## config.mk

```make
export PLATFORM = sky130hd
export DESIGN_NAME = cpu_trace_buffer
export DESIGN_NICKNAME = d
export VERILOG_FILES = /design/src/rtl/cpu_trace_pkg.sv /design/src/rtl/trace_ram.sv /design/src/rtl/cpu_trace_buffer.sv
export SDC_FILE = /design/constraint.sdc
export NUM_CORES = 1
export LEC_CHECK = 0
export ABC_AREA = 0
export CAP_MARGIN = 0
export CORE_AREA = 3 3 228 230
export DETAILED_ROUTE_END_ITERATION = 7
export DIE_AREA = 0 0 231 233
export PLACE_DENSITY = 0.69
export SKIP_CTS_REPAIR_TIMING = 1
export SYNTH_ARGS = -nofsm -noshare
export SYNTH_HDL_FRONTEND = slang
export SYNTH_SLANG_ARGS = --single-unit
export TNS_END_PERCENT = 100
```

## constraint.sdc

```tcl
create_clock -name clk -period 9.6 [get_ports clk]
set_input_delay 2.4 -clock clk [delete_from_list [all_inputs] [get_ports clk]]
set_output_delay 2.4 -clock clk [all_outputs]
set_load 0.03 [all_outputs]
```

## src/rtl/cpu_trace_pkg.sv

```systemverilog
// Shared types and field layout for the CPU execution-trace recorder.
// Build option: TRACE_TSTAMP_EN prepends a free-running timestamp to every entry.
package cpu_trace_pkg;

`ifdef TRACE_TSTAMP_EN
    localparam bit TSTAMP_EN = 1'b1;
`else
    localparam bit TSTAMP_EN = 1'b0;
`endif

    typedef enum logic [1:0] {
        IDLE  = 2'b00,
        ARMED = 2'b01,
        POST  = 2'b10,
        DONE  = 2'b11
    } trace_state_t;

    localparam int DEF_INSTR_W = 8;
    localparam int DEF_ADDR_W  = 8;
    localparam int DEF_ALU_W   = 3;
    localparam int DEF_STATE_W = 2;
    localparam int DEF_PORT_W  = 8;
    localparam int DEF_TS_W    = 16;

    // Entry layout, LSB first: oport, state, alu_mode, oaddr, iaddr, instr, [ts]
    localparam int OPORT_LSB = 0;
    localparam int STATE_LSB = OPORT_LSB + DEF_PORT_W;
    localparam int ALU_LSB   = STATE_LSB + DEF_STATE_W;
    localparam int OADDR_LSB = ALU_LSB + DEF_ALU_W;
    localparam int IADDR_LSB = OADDR_LSB + DEF_ADDR_W;
    localparam int INSTR_LSB = IADDR_LSB + DEF_ADDR_W;
    localparam int TS_LSB    = INSTR_LSB + DEF_INSTR_W;

    function automatic int entry_w(input int iw, input int aw, input int alw,
                                   input int sw, input int pw, input int tw);
        return (TSTAMP_EN ? tw : 0) + iw + 2 * aw + alw + sw + pw;
    endfunction

endpackage

```

## src/rtl/trace_ram.sv

```systemverilog
// Simple dual-port trace storage: synchronous write, registered synchronous read.
module trace_ram #(
    parameter int DEPTH = 16,
    parameter int W     = 37
) (
    input  logic                     clk,
    input  logic                     reset,
    input  logic                     we_i,
    input  logic [$clog2(DEPTH)-1:0] waddr_i,
    input  logic [W-1:0]             wdata_i,
    input  logic                     re_i,
    input  logic [$clog2(DEPTH)-1:0] raddr_i,
    output logic [W-1:0]             rdata_o
);
    logic [W-1:0] mem_q [DEPTH];

    always_ff @(posedge clk) begin
        if (we_i) mem_q[waddr_i] <= wdata_i;
    end

    // The read register is reset and only moves on a read, so it doubles as rd_data.
    always_ff @(posedge clk) begin
        if (reset)     rdata_o <= '0;
        else if (re_i) rdata_o <= mem_q[raddr_i];
    end
endmodule

```

## src/rtl/cpu_trace_buffer.sv

```systemverilog
// Triggered circular execution-trace capture with oldest-first readout.
// Build option: TRACE_TSTAMP_EN adds a TS_W cycle counter sampled into each entry's MSBs.
module cpu_trace_buffer
    import cpu_trace_pkg::*;
#(
    parameter int INSTR_W   = 8,
    parameter int ADDR_W    = 8,
    parameter int ALU_W     = 3,
    parameter int STATE_W   = 2,
    parameter int PORT_W    = 8,
    parameter int DEPTH     = 16,
    parameter int POST_TRIG = 4,
    parameter int TS_W      = 16
) (
    input  logic                       clk,
    input  logic                       reset,
    input  logic                       smp_valid,
    input  logic [INSTR_W-1:0]         smp_instr,
    input  logic [ADDR_W-1:0]          smp_iaddr,
    input  logic [ADDR_W-1:0]          smp_oaddr,
    input  logic [ALU_W-1:0]           smp_alu_mode,
    input  logic [STATE_W-1:0]         smp_state,
    input  logic [PORT_W-1:0]          smp_oport,
    input  logic                       arm,
    input  logic [ADDR_W-1:0]          trig_addr,
    input  logic                       force_trig,
    input  logic                       rd_en,
    output logic                       rd_valid,
    output logic [entry_w(INSTR_W, ADDR_W, ALU_W, STATE_W, PORT_W, TS_W)-1:0] rd_data,
    output logic                       armed,
    output logic                       done,
    output logic                       wrapped,
    output logic [$clog2(DEPTH):0]     count
);
    localparam int AW      = $clog2(DEPTH);
    localparam int ENTRY_W = entry_w(INSTR_W, ADDR_W, ALU_W, STATE_W, PORT_W, TS_W);

    if (POST_TRIG < 0 || POST_TRIG >= DEPTH) begin : g_post_chk
        $error("POST_TRIG must satisfy 0 <= POST_TRIG < DEPTH");
    end
    if (DEPTH < 4 || (1 << AW) != DEPTH) begin : g_depth_chk
        $error("DEPTH must be a power of two and at least 4");
    end

    trace_state_t        state_q, state_d;
    logic [AW-1:0]       wr_ptr_q, wr_ptr_d, rd_ptr_q, rd_ptr_d, post_cnt_q, post_cnt_d;
    logic [AW:0]         count_q, count_d, left_q, left_d;
    logic                wrapped_q, wrapped_d, rd_valid_q, rd_valid_d;
    logic                we, re, trig_hit;
    logic [ENTRY_W-1:0]  wdata;

`ifdef TRACE_TSTAMP_EN
    logic [TS_W-1:0] ts_q;
    always_ff @(posedge clk) begin
        if (reset) ts_q <= '0;
        else       ts_q <= ts_q + 1'b1;
    end
    assign wdata = {ts_q, smp_instr, smp_iaddr, smp_oaddr, smp_alu_mode, smp_state, smp_oport};
`else
    assign wdata = {smp_instr, smp_iaddr, smp_oaddr, smp_alu_mode, smp_state, smp_oport};
`endif

    always_comb begin
        state_d    = state_q;
        wr_ptr_d   = wr_ptr_q;
        rd_ptr_d   = rd_ptr_q;
        post_cnt_d = post_cnt_q;
        count_d    = count_q;
        left_d     = left_q;
        wrapped_d  = wrapped_q;
        rd_valid_d = 1'b0;
        we         = 1'b0;
        re         = 1'b0;
        trig_hit   = smp_valid && ((smp_iaddr == trig_addr) || force_trig);
        if (arm) begin
            state_d   = ARMED;
            wr_ptr_d  = '0;
            rd_ptr_d  = '0;
            count_d   = '0;
            left_d    = '0;
            wrapped_d = 1'b0;
        end else begin
            case (state_q)
                ARMED, POST: if (smp_valid) begin
                    we       = 1'b1;
                    wr_ptr_d = wr_ptr_q + 1'b1;
                    if (count_q != (AW+1)'(DEPTH)) count_d = count_q + 1'b1;
                    if (wr_ptr_q == AW'(DEPTH - 1)) wrapped_d = 1'b1;
                    if (state_q == ARMED) begin
                        if (trig_hit) begin
                            post_cnt_d = AW'(POST_TRIG);
                            state_d    = (POST_TRIG == 0) ? DONE : POST;
                        end
                    end else begin
                        post_cnt_d = post_cnt_q - 1'b1;
                        if (post_cnt_q == AW'(1)) state_d = DONE;
                    end
                    // Readout starts at the oldest surviving entry.
                    if (state_d == DONE) begin
                        rd_ptr_d = wrapped_d ? wr_ptr_d : '0;
                        left_d   = count_d;
                    end
                end
                DONE: if (rd_en && left_q != '0) begin
                    re         = 1'b1;
                    rd_ptr_d   = rd_ptr_q + 1'b1;
                    left_d     = left_q - 1'b1;
                    rd_valid_d = 1'b1;
                end
                default: ;
            endcase
        end
    end

    always_ff @(posedge clk) begin
        if (reset) begin
            state_q    <= IDLE;
            wr_ptr_q   <= '0;
            rd_ptr_q   <= '0;
            post_cnt_q <= '0;
            count_q    <= '0;
            left_q     <= '0;
            wrapped_q  <= 1'b0;
            rd_valid_q <= 1'b0;
        end else begin
            state_q    <= state_d;
            wr_ptr_q   <= wr_ptr_d;
            rd_ptr_q   <= rd_ptr_d;
            post_cnt_q <= post_cnt_d;
            count_q    <= count_d;
            left_q     <= left_d;
            wrapped_q  <= wrapped_d;
            rd_valid_q <= rd_valid_d;
        end
    end

    trace_ram #(.DEPTH(DEPTH), .W(ENTRY_W)) u_ram (
        .clk     (clk),
        .reset   (reset),
        .we_i    (we),
        .waddr_i (wr_ptr_q),
        .wdata_i (wdata),
        .re_i    (re),
        .raddr_i (rd_ptr_q),
        .rdata_o (rd_data)
    );

    assign rd_valid = rd_valid_q;
    assign armed    = (state_q == ARMED) || (state_q == POST);
    assign done     = (state_q == DONE);
    assign wrapped  = wrapped_q;
    assign count    = count_q;
endmodule

```

# After elaboration in Yosys (flattened, before gate mapping)
# Memory sizes are Yosys's and may differ from the RTL's. A register that Yosys moved wholly into a read port is not among the register bits.
# Cells that the tools add are included.
[word_totals]
register_bits = 26
latch_bits = 0
ramBits = 592
rom_bits = 0
input_bits = 51
out_inout_bits = 46
wordCells = 75
n_memories = 1
[op_classes]
add_sub_neg = 5
n_mul = 0
n_div = 0
n_lt_le_gt_ge = 0
n_eq_ne = 12
shift = 0
muxes = 33
bitwise = 1
n_reduce_logical = 14
[memory_table]
columns = ["name", "depth", "width", "rd", "rd_ports_with_merged_regs", "write_ports", "line_no", "rtl"]
rows = [
  ["u_ram.mem_q", 16, 37, 1, 1, 1, "trace_ram.sv:15", "logic [W-1:0] mem_q [DEPTH];"],
]
[ops]
columns = ["op", "count"]
rows = [
  ["2-to-1 mux 4 bit", 6],
  ["2-to-1 mux 5 bit", 4],
  ["2-to-1 mux 1 bit", 15],
  ["2-to-1 mux 2 bit", 6],
  ["case mux 5 bit (2 select lines)", 1],
  ["adder 4 x 1 -> 4 bit, second input constant", 2],
  ["equality test 8 bit", 1],
  ["case mux 4 bit (2 select lines)", 1],
  ["AND reduction 4 bit", 2],
  ["equality test 2 bit, second input constant", 3],
  ["inequality test 2 bit, second input constant", 3],
  ["nonzero test 2 bit", 3],
  ["adder 5 x 1 -> 5 bit, second input constant", 1],
  ["inequality test 5 bit, second input constant", 1],
  ["nonzero test 5 bit", 1],
  ["subtractor 5 x 1 -> 5 bit, second input constant", 1],
  ["equality test 4 x 1 -> 1 bit, second input constant", 1],
  ["equality test 4 bit, second input constant", 1],
  ["AND reduction 2 bit", 2],
  ["OR reduction 2 bit", 2],
  ["subtractor 4 x 1 -> 4 bit, second input constant", 1],
  ["equality test 2 x 1 -> 1 bit, second input constant", 1],
  ["logical AND 1 bit", 2],
  ["logical OR 1 bit", 2],
  ["other kinds (2)", 2],
]

# Logic depth before layout (Yosys ltp)
[logic_depth]
depth_word = 12
ltp_mapped = 9

# By module
# Synthesis repeated with hierarchy kept, for this count alone.
[unflattened]
cells_unflattened = 1603
hier_area_um2 = 25645.8
[by_module_without_submodules]
columns = ["module", "instances", "cells_per_inst", "area_each_um2", "seq_area_each_um2"]
rows = [
  ["trace_ram", 1, 1400, 23970.5, 18517.8],
  ["cpu_trace_buffer", 1, 203, 1675.4, 520.5],
]

# Least setup slack after synthesis
# No wires, ideal clock.
[synth_path]
path_kind = "input-to-reg"
from = "input port smp_valid"
to = "memory u_ram.mem_q[3][0] (enable)"
setup_time_ns = 0.477
arrival_ns = 5.410
path_slack_ns = 3.712
path_stages = 4
cell_sequence = "nand2_1 -> nor2_1 -> nand2_1 -> nor3_1"
[synth_via]
elab_chain_len = 5
[synth_lines]
columns = ["element", "line_no", "rtl"]
rows = [
  ["start, declared", "cpu_trace_buffer.sv:17", "input logic smp_valid,"],
  ["2-to-1 mux 1 bit", "cpu_trace_buffer.sv:84", "ARMED, POST: if (smp_valid) begin"],
  ["2-to-1 mux 1 bit", "cpu_trace_buffer.sv:83", "case (state_q)"],
  ["2-to-1 mux 1 bit", "cpu_trace_buffer.sv:75", "if (arm) begin"],
  ["2-to-1 mux 1 bit", "trace_ram.sv:18", "if (we_i) mem_q[waddr_i] <= wdata_i;"],
  ["2-to-1 mux 1 bit (not written as such)", "trace_ram.sv:18", ""],
  ["end, declared", "trace_ram.sv:15", ""],
]
# No other way between the ends.

# Worst setup path in the final report
[layout_path]
from = "input port smp_valid"
to = "memory u_ram.mem_q[3][19] (enable)"
# Same word-level chain as after synthesis.

==> tab_implementation.tex <==
\begin{tabular}{lr}
\hline
Metric & Value \\
\hline
\multicolumn{2}{l}{\textbf{Timing}} \\
\quad Share of the clock period used by the worst path after layout & between 50 and 60\% \\
\quad Fmax & 0.204 GHz \\
\quad Headroom to the max-slew limit & 23.4\% \\
\quad Final Hold Vio Count & 0 \\
\quad Post-route worst setup slack & roughly 4700 ps \\
\quad Post-layout minimum cycle time & between 4000 and 5000 ps \\
\quad Unrepaired setup endpoints after global routing & no \\
\quad Transition time at the pin with the least slew margin & 1140 ps \\
\quad Summed negative setup slack over all endpoints & 0 ps \\
\quad Setup Viol. Count Final & 0 \\
\quad Fin. max-slew vios & 0 \\
\quad Final setup skew & 18.1 ps \\
\multicolumn{2}{l}{\textbf{Synth}} \\
\quad Flops \& latches, synth & roughly 660 \\
\quad Number of flops mapped to enable cells by yosys & 592 \\
\quad Fraction of synthesized area in multiplexers & about 17\% \\
\quad Ys async rst share & 0\% \\
\quad Predominant post-synthesis flop cell & edfxtp\_1 \\
\quad Number of cells produced by synthesis & 1132 \\
\quad Yosys synthesis warning count & 0 \\
\quad Compound-gate portion of the synthesized area & 2.46\% \\
\quad Post-synthesis xor/xnor area fraction & 0.666\% \\
\quad Net count of the mapped netlist & roughly 1200 \\
\quad Main combinational cell family by area after synthesis & multiplexers \\
\quad Netlist area before placement & around 25000 um2 \\
\quad Synthesized area per cell & $\sim$22 um2 \\
\quad Simple-gate share of the synthesized area & around 1.8\% \\
\quad Number of unique standard cell types used by synthesis & 42 \\
\quad Part of the Yosys area used for sequential elements & between 70\% and 80\% \\
\quad Adder and majority gate portion of the synthesized area & 0.651\% \\
\multicolumn{2}{l}{\textbf{Route}} \\
\quad Count of nets left with antenna violations after detail routing & 0 \\
\quad Vias per inst & around 5.9 \\
\quad Per-cell routed wire length & 26.6 um \\
\quad Number of vias in the routed layout & between 10000 and 15000 \\
\quad Initial drt markers & 1209 \\
\quad Final Routed Wirelength & around 53000 um \\
\quad Drc violations & 0 \\
\quad Number of iterations in the first detailed-routing pass & 5 \\
\multicolumn{2}{l}{\textbf{Clock network}} \\
\quad Sink count of the clock tree & 655 \\
\quad Clock tree from TritonCTS & yes \\
\quad Number of buffers created by CTS & 60 \\
\quad CTS clock-pin slew for the worst setup and hold paths & 70 ps \\
\quad Clock Root Buffer & clkbuf\_16 \\
\quad Buffer levels on the longest clock path & 3 \\
\quad H-tree depth & 2 \\
\quad Clk Latency, worst-skew pair & 610 ps \\
\multicolumn{2}{l}{\textbf{Global routing}} \\
\quad Overflow after GRT & 0 \\
\quad Pin count of the biggest net entering global routing & 109 \\
\quad Initial antenna violation count & 4 \\
\quad All-layer global routing usage & between 10\% and 20\% \\
\quad Number of global-route vias before repair & 12100 \\
\quad First-pass GRT wire length & 79000 um \\
\multicolumn{2}{l}{\textbf{Critical path}} \\
\quad R2r worst-path depth & 8 \\
\quad CP Max Fanout & 28 \\
\quad Critical path buffers and inverters & 2 \\
\quad Worst setup SP type & primary input \\
\quad Slowest stage cell on the critical path & nor3\_2 \\
\quad Critical path's most frequent cell & nand2\_1 \\
\quad Kind of cell adding the most delay to the critical path & simple AND/OR/NAND/NOR gates \\
\quad Startpoint of the worst-slack reg-to-reg timing path & state\_q[1] \\
\quad Required time worst endpoint & 9840 ps \\
\quad Largest stage delay on the critical path & 850 ps \\
\quad CP Class & in2reg \\
\quad Setup crit end kind & flop \\
\quad Series of cell instances along the critical path & clkdlybuf4s50\_1, nand2\_1, nor2\_1, nand2\_1, nor3\_2, buf\_4 \\
\quad Worst reg-to-reg setup slack & 6090 ps \\
\quad Worst EP arrival & between 5000 and 6000 ps \\
\quad Worst flop-to-flop path endpoint & u\_ram.mem\_q[3][19] \\
\multicolumn{2}{l}{\textbf{Placed design}} \\
\quad Final HPWL from detailed placement & 25500 um \\
\quad Port buffer count & 96 \\
\quad Pre-CTS worst setup slack & 4130 ps \\
\quad RD Place Congestion & 0.735 \\
\multicolumn{2}{l}{\textbf{Die}} \\
\quad Row Count & 82 \\
\quad Total I/O pin count & a little under 100 \\
\quad Area enclosed by the die boundary & 53800 um2 \\
\quad Starting density of the core & 49.9\% \\
\quad Overall die height & 233 um \\
\quad Floorplan Core Area & 50100 um2 \\
\quad Die width & between 200 and 250 um \\
\multicolumn{2}{l}{\textbf{Layout}} \\
\quad Layout fillers & 3622 \\
\quad Fraction of final layout cells sized beyond drive strength 1 & 24.8\% \\
\quad Most common cell after layout, fill and taps aside & edfxtp\_1 \\
\quad Area Growth Syn to Fin & 15.5\% \\
\quad Fin nets & 1318 \\
\quad Leading cell types in the layout, fill and taps excluded & 592 x edfxtp\_1, 185 x mux4\_2, 96 x clkdlybuf4s50\_1 \\
\multicolumn{2}{l}{\textbf{Power and ir drop}} \\
\quad Peak ir drop on the vdd network & 0.131 mV \\
\quad Power density over cell area & 195 nW/um2 \\
\quad Reported leakage power & just under 0.009 uW \\
\multicolumn{2}{l}{\textbf{Min path}} \\
\quad Worst min-delay path class & reg2reg \\
\quad Min-delay src & left\_q[1] \\
\quad Endpoint of the worst hold-timing path & left\_q[1] \\
\quad Hold Crit Depth & 2 \\
\multicolumn{2}{l}{\textbf{Flow run}} \\
\quad Number of maximum-capacitance violations & 0 \\
\multicolumn{2}{l}{\textbf{Run status}} \\
\quad Run status & completed \\
\hline
\end{tabular}
## state kept, by name, indices dropped and copies added (netlist names)
signal and cells:
count 5, left_q 5, post_cnt_q 4, rd_ptr_q 4, rd_valid 1, state_q 2, u_ram.mem_q 592, u_ram.rdata_o 37
wr_ptr_q 4, wrapped 1
## metal layers
layer,track usage (%),part of all wire (%)
met1,28.7,42
met2,32.7,50
met3,3.32,6.1
met4,4.67,1.5
met5,0,0.040
## area by class of cell
cell class,count,area (um2),share of cell area [%]
diodes,3,7.51,0.0260
inverters,14,52.6,0.182
clock inverters,34,384,1.33
well taps,672,841,2.91
flip-flops and latches,655,19100,66.0
repair buffers,119,1150,3.97
multi-input cells,404,5730,19.8
clock buffers,79,1660,5.76
## worst min-delay path: cells and delay by family, from the launching register on
family	cells	cell delay, ps
flip-flops	1	310
multiplexers	1	60
AND/OR/NAND/NOR	1	50
## synthesized netlist by cell type (2+ instances only)
library cell / n / area, um2
o21a_1: 2 / 15.0
edfxtp_1: 592 / 17800
o21ai_0: 7 / 35.0
dfxtp_1: 63 / 1260
nand3b_1: 2 / 15.0
nand2b_1: 3 / 18.8
nand4_1: 2 / 12.5
a22oi_1: 4 / 30.0
nor4_1: 2 / 12.5
mux4_2: 185 / 4170
a31oi_1: 4 / 25.0
nand2_1: 36 / 135
nand3_1: 7 / 35.0
ha_1: 13 / 163
buf_1: 3 / 11.3
a22o_1: 40 / 350
buf_2: 10 / 50.1
a21oi_1: 11 / 55.1
nor2b_1: 2 / 12.5
or3_1: 2 / 12.5
xnor2_1: 7 / 61.3
xor2_1: 12 / 105
and2_1: 2 / 12.5
mux2i_1: 4 / 40.0
nor2_1: 30 / 113
inv_1: 14 / 52.6
nor3_1: 10 / 50.1
clkbuf_1: 36 / 135
buf_6: 10 / 113
o22ai_1: 5 / 31.3
## power breakdown
group          total (uW)  switching [uW]  internal (uW)
Combinational        91.5            58.9           32.5
Sequential           3110            2.65           3110
Clock                2440            1010           1430
## worst max-delay path by stage
stage / from / to / slack [ps] / depth (start not counted)
after CTS: smp_valid / u_ram.mem_q[3][13] / 4710 / 6
after global placement: smp_valid / u_ram.mem_q[3][20] / 4180 / 6
after global routing: smp_valid / u_ram.mem_q[3][28] / 4540 / 6
final: smp_valid / u_ram.mem_q[3][19] / 4690 / 6
after detailed placement: smp_iaddr[0] / rd_ptr_q[0] / 4130 / 6
after floorplan: smp_valid / u_ram.mem_q[3][0] / 3710 / 4
## logic make-up (layout without fill, tap and decap cells)
group,count (synthesis),in the layout
xor+xnor,19,19
flops,655,655
mux,189,189
compound gates,82,82
simple gates,101,101
fa+ha+maj,13,13
other cells,0,3
buf+inv,73,246
## through the flow
stage	cell area [um2]	utilization, %	power, uW	cells	hold WS (ps)
2_1_floorplan	25000	-	3200	1132	438
3_3_place_gp	26800	53.6	3260	1864	449
3_5_place_dp	26800	53.6	3270	1864	460
4_1_cts	28900	57.7	5690	1977	470
5_1_grt	28900	57.7	5800	1977	494
6_report	28900	57.7	5640	1980	467
No activity file was read; power rests on OpenSTA's default activity.
